==> config.mk <==
export PLATFORM = sky130hd
export DESIGN_NAME = unsig_seq_divide
export DESIGN_NICKNAME = d
export VERILOG_FILES = /design/src/rtl/unsig_seq_divide.sv
export SDC_FILE = /design/constraint.sdc
export NUM_CORES = 1
export LEC_CHECK = 0
export CORE_MARGIN = 2
export CORE_UTILIZATION = 48
export DETAILED_ROUTE_END_ITERATION = 8
export DONT_BUFFER_PORTS = 1
export PLACE_DENSITY = 0.7
export SYNTH_ARGS = -nofsm -noshare
export SYNTH_HDL_FRONTEND = slang
export SYNTH_SLANG_ARGS = --single-unit
==> constraint.sdc <==
create_clock -name clk -period 6 [get_ports clk]
set_clock_uncertainty 0.15 [all_clocks]
set_input_delay 0.9 -clock clk [delete_from_list [all_inputs] [get_ports clk]]
set_output_delay 0.9 -clock clk [all_outputs]
set_load 0.01 [all_outputs]
==> src/rtl/unsig_seq_divide.sv <==
// Sequential unsigned restoring divider: one quotient bit per enabled clock,
// start/busy/done handshake, zero-divisor results flagged in a single cycle.
module unsig_seq_divide #(
    parameter int DW = 16,
    parameter int VW = 8
) (
    input  logic          clk,
    input  logic          sclr_n,
    input  logic          clken,
    input  logic          start,
    input  logic [DW-1:0] dividend,
    input  logic [VW-1:0] divisor,
    output logic          busy,
    output logic          done,
    output logic [DW-1:0] quotient,
    output logic [VW-1:0] remainder,
    output logic          div_by_zero
);

    typedef enum logic [1:0] {
        IDLE = 2'd0,
        RUN  = 2'd1,
        ZERO = 2'd2
    } state_t;

    localparam logic [4:0] LAST_ITER = 5'(DW - 1);

    state_t        state_q;
    logic [DW-1:0] dvd_q;
    logic [VW-1:0] dvs_q;
    logic [VW:0]   pr_q;
    logic [DW-1:0] wq_q;
    logic [4:0]    cnt_q;
    logic          busy_q;
    logic          done_q;
    logic [DW-1:0] quot_q;
    logic [VW-1:0] rem_q;
    logic          dbz_q;

    logic [VW:0]   pr_shift_s;
    logic          ge_s;
    logic [VW:0]   pr_d;
    logic [DW-1:0] wq_d;

    // One restoring step: shift in the next dividend bit, subtract if it fits.
    always_comb begin
        pr_shift_s = {pr_q[VW-1:0], dvd_q[DW-1]};
        ge_s       = (pr_shift_s >= {1'b0, dvs_q});
        if (ge_s) begin
            pr_d = pr_shift_s - {1'b0, dvs_q};
        end else begin
            pr_d = pr_shift_s;
        end
        wq_d = {wq_q[DW-2:0], ge_s};
    end

    // Control FSM, datapath registers and registered outputs.
    always_ff @(posedge clk) begin
        if (!sclr_n) begin
            state_q <= IDLE;
            dvd_q   <= '0;
            dvs_q   <= '0;
            pr_q    <= '0;
            wq_q    <= '0;
            cnt_q   <= 5'd0;
            busy_q  <= 1'b0;
            done_q  <= 1'b0;
            quot_q  <= '0;
            rem_q   <= '0;
            dbz_q   <= 1'b0;
        end else if (clken) begin
            case (state_q)
                IDLE: begin
                    done_q <= 1'b0;
                    if (start) begin
                        dvd_q   <= dividend;
                        dvs_q   <= divisor;
                        pr_q    <= '0;
                        wq_q    <= '0;
                        cnt_q   <= 5'd0;
                        busy_q  <= 1'b1;
                        state_q <= (divisor != '0) ? RUN : ZERO;
                    end
                end
                RUN: begin
                    pr_q  <= pr_d;
                    dvd_q <= {dvd_q[DW-2:0], 1'b0};
                    wq_q  <= wq_d;
                    cnt_q <= cnt_q + 5'd1;
                    if (cnt_q == LAST_ITER) begin
                        quot_q  <= wq_d;
                        rem_q   <= pr_d[VW-1:0];
                        dbz_q   <= 1'b0;
                        busy_q  <= 1'b0;
                        done_q  <= 1'b1;
                        state_q <= IDLE;
                    end
                end
                ZERO: begin
                    quot_q  <= '1;
                    rem_q   <= '0;
                    dbz_q   <= 1'b1;
                    busy_q  <= 1'b0;
                    done_q  <= 1'b1;
                    state_q <= IDLE;
                end
                default: begin
                    busy_q  <= 1'b0;
                    done_q  <= 1'b0;
                    state_q <= IDLE;
                end
            endcase
        end
    end

    assign busy        = busy_q;
    assign done        = done_q;
    assign quotient    = quot_q;
    assign remainder   = rem_q;
    assign div_by_zero = dbz_q;

endmodule
## Yosys cells after proc, flatten, opt, wreduce, memory -nomap -nowiden

Cells that the tools add are included.

- Register bits after elaboration: 81
- Input bits: 28
- Output and inout port bits: 27
- Logic and storage cells: 51

- $add $sub $neg: 2
- Order comparisons: 1
- Equal/unequal tests: 5
- Mux-type cells: 23
- Reductions and logical operators: 9

Operators with widths:

| kind | count |
|---|---|
| $pmux 16 s2 | 2 |
| $mux 16 | 2 |
| $pmux 8 s2 | 2 |
| $pmux 15 s2 | 1 |
| $mux 8 | 3 |
| $mux 15 | 1 |
| $reduce_and 3->1 | 4 |
| $pmux 5 s2 | 1 |
| $ge 9x8->1 | 1 |
| $reduce_bool 8->1 | 1 |
| $sub 8x8->8 | 1 |
| $mux 2 | 3 |
| $pmux 1 s2 | 3 |
| $add 5x1->5 const B | 1 |
| $eq 5x4->1 const B | 1 |
| $mux 5 | 1 |
| $ne 2x2->1 const B | 2 |
| $pmux 2 s2 | 1 |
| $reduce_bool 2->1 | 2 |
| $mux 1 | 3 |
| $eq 2x1->1 const B | 1 |
| $eq 2x2->1 const B | 1 |
| $logic_not 2->1 | 1 |
| $reduce_and 2->1 | 1 |

## Logic depth before layout (Yosys ltp)

- Word-level depth: 4
- Mapped depth: 9
- Gate-level depth less buffers: 9

## Worst setup path after synthesis

OpenSTA, ideal clock, no wires.

- Path kind: input-to-reg
- Start point: input start
- End point: register dvd_q[10]
- Library setup time: 128 ps
- Arrival time: 1985 ps
- Required time: 5722 ps
- Setup slack: 3737 ps
- Cell stages on the path: 7
- Path buffers: 2
- Path through: buf_2 mux2_2 nand2_1 nor2_1 buf_2 a222oi_1 nor2_1

- Word-level cells in the longest chain between the ends: 2

RTL lines:

| what | line | RTL |
|---|---|---|
| start: declaration | 10 | `input logic start,` |
| $ne 2x2->1 (no source line) | n/a |  |
| $reduce_and 3->1 (no source line) | n/a |  |
| end signal: assignment | 76 | `dvd_q <= dividend;` |
| end signal: assignment | 87 | `dvd_q <= {dvd_q[DW-2:0], 1'b0};` |
| end: declaration | 29 | `logic [DW-1:0] dvd_q;` |

Every way passes these cells.
A chain may end at the register's enable or synchronous reset.

## Worst setup path in the final report

- Start point: register state_q[1]
- End point: register pr_q[5]

- Word-level cells in the longest chain between the ends: 3
- Elaborated cells on any way between the ends: 6
- Classes of those cells: eq/ne (2); mux (1); reduce/logical (3)

RTL lines:

| what | line | RTL |
|---|---|---|
| start: declaration | 28 | `state_t state_q;` |
| start signal: assignment | 82 | `state_q <= (divisor != '0) ? RUN : ZERO;` |
| $eq 2x1->1 / $logic_not 2->1 (equally long branches) | 72 | `case (state_q)` |
| $reduce_bool 2->1 (no source line) / $ne 2x2->1 (equally long branches) | n/a |  |
| $reduce_and 3->1 (no source line) | n/a |  |
| end signal: assignment | 86 | `pr_q <= pr_d;` |
| end: declaration | 31 | `logic [VW:0] pr_q;` |

Several ways; a longest one is shown, not always the timed one.

==> results.md <==
- For the worst flop-to-flop path, the logic depth is 7.
- The clock tree from TritonCTS is built.
- In this run the power spent charging and discharging nets is around 290 uW.
- The share of total power dissipated in the clock network is 34.2%.
- The first global-routing pass estimated 13600 um of wire.
- The minimum hold slack is approximately 0.31 ns.
- The share of total power in combinational logic is a little over an eighth.
- The total internal power is ~760 uW.
- The number of instances in the synthesized netlist is about 420.
- By area the synthesized netlist is led by dfxtp_1, nand2_1, a21oi_1, ha_1, nor2_1.
- The type of the tightest min-delay check is reg -> reg.
- In the final routed layout, each cell accounts on average for around 16 um.
- Entering global routing, the biggest net connects between 60 and 70 pins.
- During synthesis, Yosys emitted a total of 0 warnings.
- The DRC violation total after the first TritonRoute iteration is between 150 and 200.
- Setup repair after global routing left no endpoint under its margin.
- The mean number of vias per cell is about 5.8.
- The library cell used most frequently in the layout, excluding fill and tap cells, is dfxtp_1.
- Counting flops with an async set or reset pin after synthesis yields a share of 0%.
- The number of routed nets with antenna violations is 0.
- The routed design has between 8000 and 9000 um of wire.
- Of the cells placed in the final design, the portion with a size suffix greater than 1 is roughly 5.6%.
- CTS built an H-tree with a depth of 3.
- The setup fix buffers added after clock tree synthesis is 0.
- The count of cells in the finished layout, fillers not included, comes to just over 500.
- The switching share of power is approximately 28%.
- Fill cells in the final layout number approximately 700.
- The clock passes through at most 2 buffers.
- The worst-skew pair later-pin latency is approximately 0.35 ns.
- The region available for standard cell placement spans 7250 um^2.
- Max-cap violations in this run came to 0.
- The sequential fraction of the synthesis area is between 40% and 50%.
- Post-CTS repair changed the size of 0 cells.
- The final RePlAce weighted congestion is about 0.86.
- The CTS clock-pin slew for the worst setup and hold paths is roughly 0.080 ns.
- The floorplan has 31 rows.
- The total clock sinks is 81.
- Clock tree synthesis inserted a total of 9 buffers.
- The initial antenna violation count is 0.
- The dominant synthesized flop cell is dfxtp_1.
- The final layout net count is 449.
- Measured along the x axis, the die boundary spans roughly 91 um.
- The upper clock frequency limit is 256 MHz.
- In this run, synthesis produced a sequential element count of approximately 80.
- The number of detailed-route iterations in the first pass is 5.
- The die is approximately 91 um tall.
- The cell area that synthesis handed to floorplanning was around 3600 um^2.
- Buffers placed on the I/O ports in this run total 0.
- The residual overflow from global routing is 0.
- The total global routing track utilization is 20.4%.
- The sequential share of power is ~53%.
- STA classifies the critical path startpoint as a flop.
- Power spread over the standard cell area amounts to roughly 280 nW/um^2.
- The least setup slack across all paths after layout is between 2 and 2.5 ns.
- The floorplan step defined a die boundary enclosing 8210 um^2.
- The cell taking the most area after synthesis is dfxtp_1.
- Summed over all cells, the static leakage comes to about 1.4 nW.
- The post-synthesis average cell area is roughly 8.5 um^2.
- By startpoint and endpoint, the worst setup path is classified as reg -> reg.
- For the worst setup path, the data required time is approximately 6 ns.
- The flow ran to the end, and the final reports show no timing, DRC or antenna violations.
- The signed area change from the synthesized netlist to the final layout is 5.49%.
- In this run the worst path has a maximum fanout of 34.
- The routed layout has 2974 vias.
- The slew at the pin closest to its max-slew limit is between 1 and 1.5 ns.
- The fraction of the cycle the final worst path needs is around 65%.
- The via count of the first global-routing pass is 2829.
- The hold violation total from the final report is 0.
- The number of top-level pins is 55.
- Counting I/O delays and the setup requirement, the final critical path takes around 4 ns.
- The worst pin sits at a relative slew slack of between 20% and 30%.
- The top cell types in the final layout, fill and taps aside, are dfxtp_1, nand2_1, nor2_1, a21oi_1, nand3_1.
- The setup violation total in the final timing report is 0.
- The worst hold path stage count is 2.
- Including well taps, the total number of placed cells is ~500.
- In the final timing run, aggregate negative setup slack is 0 ns.
- Across the VDD grid, the largest voltage drop is 0.134 mV.
- The master cell of the clock root buffer is clkbuf_8.
- The number of enable flip-flop cells after synthesis is 0.
- The number of antenna diodes in the final layout is 0.
- The max-slew violation total from the final report is 0.
- The data arrival time of the critical path is approximately 4.0 ns.
- The type of destination of the critical path is a flop.
- For this configuration, the core starts out at a cell density of approximately 50%.
- The setup slack at placement is 2.16 ns.
- The synthesized netlist net count is 463.
- The hold-fix buffer count after cts is 0.
- Once detailed placement completed, the half-perimeter wirelength came to 5640 um.
- The distinct cell type count after synthesis is 48.
- The share of synthesized area in the top cell type comes to a little under half.
- For this run, design rule violations remaining after detail routing come to 0.
[cell usage after synthesis (all sizes together), types with 4 or more instances]
library cell / instances
dfxtp: 81
nand2: 56
nor2: 43
a21oi: 37
nand3: 21
inv: 17
clkbuf: 14
ha: 13
o21ai: 13
buf: 12
mux2i: 11
o22ai: 11
a222oi: 10
a211oi: 9
and3: 9
nand4: 7
o211ai: 6
o31ai: 6
a32o: 4
[power by group through the flow]
stage	Sequential [mW]	Combinational [mW]	Clock, mW
finish	0.558	0.137	0.362
global route	0.559	0.154	0.394
CTS	0.558	0.136	0.372
detailed placement	0.570	0.135	0
global placement	0.570	0.134	0
floorplan	0.568	0.111	0
[worst max-delay path, cell delays in order (launching register included)]
cell	delay (ns)
dfxtp_1	0.33
inv_1	0.08
ha_1	0.83
mux2_2	0.31
nand2_1	0.64
nor2_1	0.94
nand2_1	0.26
o31ai_1	0.27
[metrics by stage]
step | utilization [%] | total power, mW | instance area (um^2)
floorplan | - | 0.679 | 3600
global route | 52.3 | 1.11 | 3800
detailed placement | 49.9 | 0.706 | 3620
finish | 52.3 | 1.06 | 3800
global placement | 49.9 | 0.704 | 3620
CTS | 52.3 | 1.07 | 3800
[cell type report]
| cell class | instances | area (um^2) | area share (%) |
|---|---|---|---|
| clock buffers | 11 | 151 | 3.99 |
| clock inverters | 4 | 28.8 | 0.758 |
| inverters | 17 | 63.8 | 1.68 |
| multi-input cells | 297 | 1800 | 47.4 |
| flip-flops and latches | 81 | 1620 | 42.7 |
| well taps | 99 | 124 | 3.26 |
| repair buffers | 1 | 7.51 | 0.198 |
[worst paths after layout]
check	endpoint	startpoint	slack (ns)
max	pr_q[5]	state_q[1]	2.09
min	dvs_q[2]	dvs_q[2]	0.31
min reg2reg	dvs_q[2]	dvs_q[2]	0.31
max reg2reg	pr_q[5]	state_q[1]	2.09
[logic make-up after synthesis]
kind of cell / synth area share [%]
xor gates and xnor gates: 1.46
AOI/OAI and AO/OA: 20.4
and+or+nand+nor: 19.7
buffers and inverters: 4.94
muxes: 3.37
adders and majority gates: 5.08
DFF: 45.1
[state kept, by name, indices dropped and copies added, names as in the netlist, 2 cells and up]
name / count
wq_q: 15
state_q: 2
dvs_q: 8
cnt_q: 5
pr_q: 8
quotient: 16
dvd_q: 16
remainder: 8
[layer usage]
metal	track usage [%]	share of wire (%)	vias to the layer above
li1	-	-	1495
met1	25.4	45	1391
met2	33.0	47	74
met3	5.09	5.9	14
met4	10.0	2.2	0
met5	0	0	-
No activity file was read; power rests on OpenSTA's default activity.
